<file path="config.mk">
export PLATFORM = sky130hd
export DESIGN_NAME = fifo_ctrl_flat
export DESIGN_NICKNAME = d
export VERILOG_FILES = /design/src/rtl/fifo_pkg.sv /design/src/rtl/fifo_ctrl_if.sv /design/src/rtl/fifo_pntr.sv /design/src/rtl/fifo_ctrl.sv /design/src/flat_wrapper.sv
export SDC_FILE = /design/constraint.sdc
export NUM_CORES = 1
export LEC_CHECK = 0
export ABC_AREA = 1
export CORE_MARGIN = 4
export CORE_UTILIZATION = 54
export CTS_BUF_LIST = sky130_fd_sc_hd__clkbuf_4 sky130_fd_sc_hd__clkbuf_8
export CTS_CLUSTER_DIAMETER = 80
export DETAILED_ROUTE_END_ITERATION = 7
export HOLD_SLACK_MARGIN = 0.02
export PLACE_DENSITY = 0.89
export SLEW_MARGIN = 20
export SYNTH_ARGS = -nofsm -noshare
export SYNTH_HDL_FRONTEND = slang
export SYNTH_SLANG_ARGS = --single-unit
</file>
<file path="constraint.sdc">
create_clock -name clk_i -period 2.4 [get_ports clk_i]
set_input_delay 0.6 -clock clk_i [delete_from_list [all_inputs] [get_ports clk_i]]
set_output_delay 0.6 -clock clk_i [all_outputs]
set_load 0.02 [all_outputs]
</file>
<file path="src/rtl/fifo_pkg.sv">
// Shared types and helpers for the synchronous FIFO control slice.
// Latency: n/a (types and constant functions only).
// Backpressure: n/a.
package fifo_pkg;

    // Coarse occupancy state; full/empty flags decode straight from it.
    typedef enum logic [1:0] {
        ST_EMPTY   = 2'd0,
        ST_PARTIAL = 2'd1,
        ST_FULL    = 2'd2
    } fifo_status_t;

    // Number of storage words addressed by an awidth-bit RAM pointer.
    function automatic int fifo_depth(input int awidth);
        return 1 << awidth;
    endfunction

endpackage

</file>
<file path="src/rtl/fifo_ctrl_if.sv">
// Request/status bundle between a FIFO user and the FIFO control stage.
// Latency: wires only, no storage.
// Backpressure: requests are qualified by the ctrl's full_o/empty_o.
interface fifo_ctrl_if #(
    parameter int AWIDTH = 3
);
    logic              wr_req_i;
    logic              rd_req_i;
    logic [AWIDTH-1:0] wr_pntr_o;
    logic [AWIDTH-1:0] rd_pntr_o;
    logic              full_o;
    logic              empty_o;
    logic [AWIDTH:0]   usedw_o;
    logic              almost_full_o;
    logic              almost_empty_o;
    logic              overflow_o;
    logic              underflow_o;

    // Requester side (FIFO user / testbench).
    modport master (
        output wr_req_i, rd_req_i,
        input  wr_pntr_o, rd_pntr_o, full_o, empty_o, usedw_o,
        input  almost_full_o, almost_empty_o, overflow_o, underflow_o
    );

    // Control stage side.
    modport slave (
        input  wr_req_i, rd_req_i,
        output wr_pntr_o, rd_pntr_o, full_o, empty_o, usedw_o,
        output almost_full_o, almost_empty_o, overflow_o, underflow_o
    );
endinterface

</file>
<file path="src/rtl/fifo_pntr.sv">
// Wrap-around pointer counter; MSB acts as the lap bit for full/empty disambiguation.
// Latency: 1 cycle from inc_en to updated count.
// Backpressure: none; caller gates inc_en with its accept qualifier.
module fifo_pntr #(
    parameter int W = 4
) (
    input  logic         clk_i,
    input  logic         aclr_i,
    input  logic         inc_en,
    output logic [W-1:0] cnt
);
    logic [W-1:0] cnt_q;

    // Advance by one per accepted access, wrapping naturally modulo 2**W.
    always_ff @(posedge clk_i or negedge aclr_i) begin
        if (!aclr_i) begin
            cnt_q <= '0;
        end else if (inc_en) begin
            cnt_q <= cnt_q + W'(1);
        end
    end

    assign cnt = cnt_q;
endmodule

</file>
<file path="src/rtl/fifo_ctrl.sv">
// Synchronous FIFO control: pointers, occupancy, status and sticky error flags for ram_memory.
// Latency: all outputs registered; an accepted request shows on the outputs after one edge.
// Backpressure: writes ignored while full_o, reads ignored while empty_o (same gating as the RAM).
module fifo_ctrl
    import fifo_pkg::*;
#(
    parameter int AWIDTH             = 3,
    parameter int ALMOST_FULL_VALUE  = 6,
    parameter int ALMOST_EMPTY_VALUE = 2
) (
    input  logic        clk_i,
    input  logic        aclr_i,
    fifo_ctrl_if.slave  bus
);
    localparam int              DEPTH   = fifo_depth(AWIDTH);
    localparam logic [AWIDTH:0] DEPTH_W = DEPTH[AWIDTH:0];
    localparam logic [AWIDTH:0] AF_W    = ALMOST_FULL_VALUE[AWIDTH:0];
    localparam logic [AWIDTH:0] AE_W    = ALMOST_EMPTY_VALUE[AWIDTH:0];
    localparam logic [AWIDTH:0] ONE_W   = (AWIDTH + 1)'(1);

    if (AWIDTH < 1) begin : g_aw_chk
        $error("fifo_ctrl: AWIDTH must be at least 1");
    end
    if (ALMOST_FULL_VALUE < 1 || ALMOST_FULL_VALUE > DEPTH) begin : g_af_chk
        $error("fifo_ctrl: ALMOST_FULL_VALUE must lie in 1..DEPTH");
    end
    if (ALMOST_EMPTY_VALUE < 1 || ALMOST_EMPTY_VALUE > DEPTH) begin : g_ae_chk
        $error("fifo_ctrl: ALMOST_EMPTY_VALUE must lie in 1..DEPTH");
    end

    fifo_status_t    state_q, state_nxt;
    logic [AWIDTH:0] usedw_q, usedw_nxt;
    logic [AWIDTH:0] wr_ptr, rd_ptr;
    logic            full_w, empty_w, wr_acc, rd_acc;
    logic            almost_full_q, almost_empty_q;
    logic            overflow_q, underflow_q;

    // Flags decode from the registered state, so accepts never depend combinationally on requests' effects.
    assign full_w  = (state_q == ST_FULL);
    assign empty_w = (state_q == ST_EMPTY);
    assign wr_acc  = bus.wr_req_i & ~full_w;
    assign rd_acc  = bus.rd_req_i & ~empty_w;

    fifo_pntr #(.W(AWIDTH + 1)) u_wr_pntr (
        .clk_i  (clk_i),
        .aclr_i (aclr_i),
        .inc_en (wr_acc),
        .cnt    (wr_ptr)
    );

    fifo_pntr #(.W(AWIDTH + 1)) u_rd_pntr (
        .clk_i  (clk_i),
        .aclr_i (aclr_i),
        .inc_en (rd_acc),
        .cnt    (rd_ptr)
    );

    // Next occupancy: a simultaneous accepted read and write cancel out.
    always_comb begin
        usedw_nxt = usedw_q;
        if (wr_acc && !rd_acc) begin
            usedw_nxt = usedw_q + ONE_W;
        end else if (rd_acc && !wr_acc) begin
            usedw_nxt = usedw_q - ONE_W;
        end
    end

    // Next status state from the accept qualifiers and the next occupancy.
    always_comb begin
        state_nxt = state_q;
        case (state_q)
            ST_EMPTY: begin
                if (wr_acc) begin
                    state_nxt = (usedw_nxt == DEPTH_W) ? ST_FULL : ST_PARTIAL;
                end
            end
            ST_PARTIAL: begin
                if (usedw_nxt == DEPTH_W) begin
                    state_nxt = ST_FULL;
                end else if (usedw_nxt == '0) begin
                    state_nxt = ST_EMPTY;
                end
            end
            ST_FULL: begin
                if (rd_acc) begin
                    state_nxt = ST_PARTIAL;
                end
            end
            default: state_nxt = ST_EMPTY;
        endcase
    end

    // Status register.
    always_ff @(posedge clk_i or negedge aclr_i) begin
        if (!aclr_i) begin
            state_q <= ST_EMPTY;
        end else begin
            state_q <= state_nxt;
        end
    end

    // Occupancy and thresholds, both from the next count so the flags align with usedw_o.
    always_ff @(posedge clk_i or negedge aclr_i) begin
        if (!aclr_i) begin
            usedw_q        <= '0;
            almost_full_q  <= 1'b0;
            almost_empty_q <= 1'b1;
        end else begin
            usedw_q        <= usedw_nxt;
            almost_full_q  <= (usedw_nxt >= AF_W);
            almost_empty_q <= (usedw_nxt < AE_W);
        end
    end

    // Sticky error flags: a rejected request is remembered until reset.
    always_ff @(posedge clk_i or negedge aclr_i) begin
        if (!aclr_i) begin
            overflow_q  <= 1'b0;
            underflow_q <= 1'b0;
        end else begin
            overflow_q  <= overflow_q  | (bus.wr_req_i & full_w);
            underflow_q <= underflow_q | (bus.rd_req_i & empty_w);
        end
    end

    assign bus.wr_pntr_o      = wr_ptr[AWIDTH-1:0];
    assign bus.rd_pntr_o      = rd_ptr[AWIDTH-1:0];
    assign bus.full_o         = full_w;
    assign bus.empty_o        = empty_w;
    assign bus.usedw_o        = usedw_q;
    assign bus.almost_full_o  = almost_full_q;
    assign bus.almost_empty_o = almost_empty_q;
    assign bus.overflow_o     = overflow_q;
    assign bus.underflow_o    = underflow_q;
endmodule
</file>
<file path="src/flat_wrapper.sv">
// flat-port wrapper written by rule: the top's interface ports become plain ports
module fifo_ctrl_flat import fifo_pkg::*;
#(
    parameter int AWIDTH             = 3,
    parameter int ALMOST_FULL_VALUE  = 6,
    parameter int ALMOST_EMPTY_VALUE = 2
)
  (clk_i, aclr_i, bus_wr_req_i, bus_rd_req_i, bus_wr_pntr_o, bus_rd_pntr_o, bus_full_o, bus_empty_o, bus_usedw_o, bus_almost_full_o, bus_almost_empty_o, bus_overflow_o, bus_underflow_o);
  fifo_ctrl_if #(.AWIDTH(AWIDTH)) bus_i ();
  input  logic clk_i;
  input  logic aclr_i;
  input wire logic [$bits(bus_i.wr_req_i)-1:0] bus_wr_req_i;
  input wire logic [$bits(bus_i.rd_req_i)-1:0] bus_rd_req_i;
  output wire logic [$bits(bus_i.wr_pntr_o)-1:0] bus_wr_pntr_o;
  output wire logic [$bits(bus_i.rd_pntr_o)-1:0] bus_rd_pntr_o;
  output wire logic [$bits(bus_i.full_o)-1:0] bus_full_o;
  output wire logic [$bits(bus_i.empty_o)-1:0] bus_empty_o;
  output wire logic [$bits(bus_i.usedw_o)-1:0] bus_usedw_o;
  output wire logic [$bits(bus_i.almost_full_o)-1:0] bus_almost_full_o;
  output wire logic [$bits(bus_i.almost_empty_o)-1:0] bus_almost_empty_o;
  output wire logic [$bits(bus_i.overflow_o)-1:0] bus_overflow_o;
  output wire logic [$bits(bus_i.underflow_o)-1:0] bus_underflow_o;
  assign bus_i.wr_req_i = bus_wr_req_i;
  assign bus_i.rd_req_i = bus_rd_req_i;
  assign bus_wr_pntr_o = bus_i.wr_pntr_o;
  assign bus_rd_pntr_o = bus_i.rd_pntr_o;
  assign bus_full_o = bus_i.full_o;
  assign bus_empty_o = bus_i.empty_o;
  assign bus_usedw_o = bus_i.usedw_o;
  assign bus_almost_full_o = bus_i.almost_full_o;
  assign bus_almost_empty_o = bus_i.almost_empty_o;
  assign bus_overflow_o = bus_i.overflow_o;
  assign bus_underflow_o = bus_i.underflow_o;
  fifo_ctrl #(.AWIDTH(AWIDTH), .ALMOST_FULL_VALUE(ALMOST_FULL_VALUE), .ALMOST_EMPTY_VALUE(ALMOST_EMPTY_VALUE)) u_core (.clk_i(clk_i), .aclr_i(aclr_i), .bus(bus_i));
endmodule
</file>
# Word level (Yosys, flattened, before mapping)
# Index checks and enable logic that the tools add are counted.
op_classes:
  addsub: 4
  multipliers: 0
  div: 0
  magnitude_cmp: 2
  eq_ne: 6
  shift: 0
  mux: 8
  bitwise: 8
  n_reduce_logical: 7
ops:
  columns: ["op", "n"]
  rows:
  - ["4-bit by 1-bit adder with 4-bit output, second input constant", 3]
  - ["2-bit two-way mux", 5]
  - ["4-bit two-way mux", 2]
  - ["2-bit case mux with 3 select lines", 1]
  - ["1-bit bitwise AND", 4]
  - ["4-bit == test, second input constant", 1]
  - ["4-bit by 3-bit >= comparator with 1-bit output, second input constant", 1]
  - ["4-bit zero test", 1]
  - ["4-bit by 2-bit less-than comparator with 1-bit output, second input constant", 1]
  - ["2-bit inequality test, second input constant", 2]
  - ["4-bit by 1-bit subtractor with 4-bit output, second input constant", 1]
  - ["3-bit by 1-bit inequality test with 1-bit output, second input constant", 1]
  - ["3-bit AND reduction", 1]
  - ["2-bit by 1-bit == test with 1-bit output, second input constant", 1]
  - ["2-bit == test, second input constant", 1]
  - ["1-bit logical AND", 2]
  - ["1-bit zero test", 2]
  - ["2-bit zero test", 1]
  - ["1-bit inverter", 2]
  - ["1-bit bitwise OR", 2]
word_totals:
  register_bits: 18
  latch_bits: 0
  ramBits: 0
  mem_bits_ro: 0
  input_bits: 4
  out_inout_bits: 16
  mem_count: 0

# Depth between registers and ports, before layout
logic_depth:
  word_depth: 11
  ltp_mapped: 12
  depth_no_buf: 12

# Cells and area by module
# From an unflattened synthesis, not the netlist that was laid out.
hier_totals:
  hier_cells: 118
  hier_area_um2: 996.0
modules_own_cells:
  columns: ["mod", "instances", "cells_per_inst", "area_per_inst_um2", "seq_area_each_um2"]
  rows:
  - ["fifo_ctrl", 1, 80, 640.6, 251.5]
  - ["fifo_pntr", 2, 19, 177.7, 100.1]

# Worst setup path before layout
# No wires, ideal clock.
synth_timing:
  path_kind: "register to register"
  start: "register u_core.usedw_q[0] (netlist: u_core.bus.usedw_o[0])"
  end: "register u_core.state_q[0]"
  arrival_ps: 1446
  t_required_ps: 2280
  slack_ps: 833
  stages_incl_launch_ff: 11
  path_buffers: 0
  synth_period_minus_slack_ps: 1567
  cell_sequence: "dfrtp_1 inv_1 ha_1 nand3b_1 nand2_1 nor2_2 nand2_1 nor2_2 nand2_2 nand3_1 nand2_1"
synth_between:
  elab_chain_len: 7
  elab_cells_between_ends: 12
  classes_between: "add/sub: 2; eq/ne: 2; mux: 6; reduce/logical: 2"
synth_rtl:
  columns: ["element", "line", "text"]
  rows:
  - ["from (decl)", "fifo_ctrl.sv:32", "logic [AWIDTH:0] usedw_q, usedw_nxt;"]
  - ["from (signal assigned)", "fifo_ctrl.sv:109", "usedw_q <= usedw_nxt;"]
  - ["4-bit by 1-bit subtractor with 4-bit output", "fifo_ctrl.sv:64", "usedw_nxt = usedw_q - ONE_W;"]
  - ["4-bit two-way mux", "fifo_ctrl.sv:63", "end else if (rd_acc && !wr_acc) begin"]
  - ["4-bit two-way mux (*)", "fifo_ctrl.sv:61", "if (wr_acc && !rd_acc) begin"]
  - ["4-bit == test", "fifo_ctrl.sv:74, fifo_ctrl.sv:78", null]
  - ["2-bit two-way mux", "fifo_ctrl.sv:74", "state_nxt = (usedw_nxt == DEPTH_W) ? ST_FULL : ST_PARTIAL;"]
  - ["2-bit two-way mux", "fifo_ctrl.sv:73", "if (wr_acc) begin"]
  - ["2-bit case mux with 3 select lines", "fifo_ctrl.sv:71", "case (state_q)"]
  - ["to (signal assigned)", "fifo_ctrl.sv:98", "state_q <= state_nxt;"]
  - ["to (decl)", "fifo_ctrl.sv:31", "fifo_status_t state_q, state_nxt;"]
# Mark *: on every way between the ends. The rest lies on a longest branch, timed or not. The select of a mux whose other input is x is not followed.
# A chain may end at the register's enable or synchronous reset.

# Final worst setup path
layout_timing:
  start: "register u_core.state_q[0]"
  end: "output bus_full_o"
layout_between:
  elab_chain_len: 1
layout_rtl:
  columns: ["element", "line", "text"]
  rows:
  - ["2-bit == test", "fifo_ctrl.sv:39", "assign full_w = (state_q == ST_FULL);"]
  - ["to (decl)", "flat_wrapper.sv:16", "output wire logic [$bits(bus_i.full_o)-1:0] bus_full_o;"]
# Every way passes these cells.

==> run_results.csv <==
group,metric,value,unit
detailed_routing,firstDrtPassIters,4,
worst_setup_path,crit_slowest_cell,"clkdlybuf4s50_1",
synth,yosysWarnings,0,
min_path,min_from,"u_core.u_wr_pntr.cnt[2]$_DFFE_PN0P_",
grt,antenna_found_initial,0,
synth,synth-seq-cells,16,
layout,multi_input_area,419,um2
sta,rsz0062_at_grt,"false",
worst_setup_path,crit_chain,"inv_1 > nand2_1 > inv_1 > clkdlybuf4s50_1",
synth,syn_area,866,um2
worst_setup_path,r2r_start,"u_core.state_q[0]$_DFFE_PN0P_",
layout,drive_above_1_share,13.8,%
worst_setup_path,startpoint_type,"flip-flop",
pwr,p_leak,0.544,nW
synth,synth_mux_area_share,0,%
cts,clock_path_buffers,2,
grt,grt_pass1_wl,2840,um
worst_setup_path,required,1800,ps
synth,synth_cell_type_count,21,
layout,fill_cells,102,
synth,async_reset_ff_share,100,%
layout,diodes,0,
cts,cts_sinks,16,
pwr,irDropWorstVdd,0.000747,V
worst_setup_path,cp.arrival,1700,ps
layout,nets,132,
detailed_routing,via_per_inst,5.09,
synth,synth.most_common_cell,"nand2_1",
sta,fmax,0.435,GHz
detailed_routing,wire_per_inst,12.1,um
cts,post_cts_buffers,0,
worst_setup_path,path_buf_inv,3,
cts,clk_latency,290,ps
die,floorplan.io_pins,20,
flow_run,cap_violations,0,
die,die_x,48.0,um
detailed_routing,drt_iter0_markers,5,
min_path,hp-class,"flip-flop to flip-flop",
detailed_routing,wirelength,1680,um
placement,port_buffers,19,
sta,setup_violations,0,
synth,synth_top_family_by_area,"simple AND/OR/NAND/NOR gates",
placement,place_ws,196,ps
synth,synth-edff-count,0,
synth,syn_nets,107,
sta,min_period,2300,ps
cts,tritoncts,"yes",
pwr,total_power,1.64,mW
grt,grt_max_degree,17,
worst_setup_path,r2r-end,"u_core.state_q[0]$_DFFE_PN0P_",
die,std_cell_rows,14,
worst_setup_path,r2r_setup_slack,770,ps
status,status,"finished clean",
detailed_routing,drc,0,
cts,clk_pin_slew,90,ps
synth,ys_top_cells_by_count,"nand2_1 (30), dfrtp_1 (15), inv_1 (12), nor2_1 (7), xnor2_1 (5)",
sta,drv_slew,0,
die,start_util,57.5,%
grt,grtUsageTotal,18.6,%
cts,cts.repair.resized,0,
worst_setup_path,crit_type,"flip-flop to output port",
cts,root_buffer,"clkbuf_4",
sta,timing.setup.tns,0,ps
sta,worstMarginPinSlew,707,ps
min_path,hold_depth,1,
cts,cts_htree_levels,1,
sta,worst_clock_skew,4.97,ps
sta,post-route-period-util,95.8,%
synth,syn_area_per_cell,8.75,um2
synth,synthAdderAreaFrac,5.78,%
grt,grt_pass1_vias,650,
layout,design_area,1110,um2
cts,cts-hold-fix-buffers,0,
sta,fin_ws,101,ps
placement,postPlaceCellArea,1080,um2
die,core-area,1510,um2
placement,gp_congestion,0.845,
detailed_routing,vias,707,
synth,seq_area_frac_synth,46.4,%
pwr,p_per_area,1470,nW/um2
sta,slew-limit-headroom,52.7,%
die,die_h,48.0,um
synth,synth_top_area_cell,"dfrtp_1",
synth,synthSimpleGateAreaFrac,30.1,%
layout,area_growth,28.6,%
layout,regArea,402,um2
synth,synthCells,99,
detailed_routing,drtAntennaViolNets,0,
synth,yosys_most_used_dff,"dfrtp_1",
cts,cts_made_buffers,3,
synth,yosysTopAreaCellShare,43.4,%
worst_setup_path,crit_top_cell,"inv_1",
placement,hpwl,1370,um
worst_setup_path,endpoint_kind,"output port",
min_path,whs_endpoint,"u_core.u_wr_pntr.cnt[2]$_DFFE_PN0P_",
sta,hold_viol,0,
synth,synth_xor_area_share,7.08,%
worst_setup_path,critPathMaxStageDelay,600,ps
worst_setup_path,crit_family,"buffers and inverters",
grt,overflow,0,
worst_setup_path,crit_fanout,5,
die,dieArea,2310,um2
worst_setup_path,rr_worst_depth,12,
synth,synth-compound-area-share,5.49,%
synth,yosys-top-cells-area,"dfrtp_1 (43%), nand2_1 (13%), ha_1 (5.8%), inv_1 (5.2%), xnor2_1 (5.1%)",
==> through the flow <==
stage	util [%]	hold WS, ps	instances
global placement	71.9	458	135
detailed placement	71.9	465	135
global route	73.9	493	139
CTS	73.9	478	139
floorplan	-	304	99
finish	73.9	469	139
==> cell usage in the layout, fill, tap and decap left out, drive strengths merged <==
cell type,instances
a21oi,1
buf,1
clkbuf,4
clkdlybuf4s50,19
dfrtp,15
dfstp,1
ha,4
inv,12
nand2,35
nand3,3
nand3b,2
nor2,11
nor3,1
o21ai,4
o21bai,2
or2,1
xnor2,5
xor2,2
==> routing by layer <==
layer / GRT usage [%] / vias to the layer above / wire, um
met1: 22.0 / 330 / 717
met5: 0 / - / 0
li1: - / 354 / -
met4: 14.5 / 0 / 63
met2: 30.9 / 17 / 858
met3: 1.13 / 6 / 42
==> layout make-up <==
cell class | count | area share, %
Timing Repair Buffer | 20 | 17.8
Clock buffer | 4 | 2.70
Sequential cell | 16 | 36.1
Multi-Input combinational cell | 71 | 37.6
Inverter | 12 | 4.04
Tap cell | 16 | 1.80
==> flip-flops by register name (all words and copies together), names as in the netlist <==
| signal | count |
|---|---|
| u_core.bus.underflow_o | 1 |
| u_core.bus.overflow_o | 1 |
| u_core.bus.usedw_o | 4 |
| u_core.bus.almost_empty_o | 1 |
| u_core.bus.almost_full_o | 1 |
| u_core.state_q | 2 |
| u_core.u_rd_pntr.cnt | 3 |
| u_core.u_wr_pntr.cnt | 3 |
==> kinds of logic (layout without fill, tap and decap cells) <==
kind of cell	count (synthesis)	after routing
buf+inv	12	36
flops	16	16
simple gates	53	53
compound gates	7	7
fa+ha+maj	4	4
xor+xnor	7	7
==> where the power goes <==
group	internal, mW	switching [mW]	total [mW]
sequential	0.398	0.115	0.514
combinational	0.422	0.542	0.964
clock	0.0759	0.0821	0.158
total	0.897	0.739	1.64
==> how the worst max path moves through the flow <==
stage | start | end | slack (ps) | depth (start not counted)
after floorplan | u_core.bus.usedw_o[0]$_DFF_PN0_ | u_core.state_q[0]$_DFFE_PN0P_ | 830 | 10
after global placement | bus_rd_req_i | u_core.state_q[0]$_DFFE_PN0P_ | 270 | 12
after detailed placement | bus_rd_req_i | u_core.state_q[0]$_DFFE_PN0P_ | 200 | 12
after CTS | u_core.state_q[1]$_DFFE_PN0P_ | bus_empty_o | 110 | 2
after global routing | u_core.state_q[0]$_DFFE_PN0P_ | bus_full_o | 30 | 4
final | u_core.state_q[0]$_DFFE_PN0P_ | bus_full_o | 100 | 4
==> worst register-to-register path: cells and delay by family, from the launching register on <==
kind / cells / cell delay [ps]
buf+inv: 1 / 140
simple gates: 11 / 980
flops: 1 / 400
Note: power is estimated with default switching activity, not from simulation.
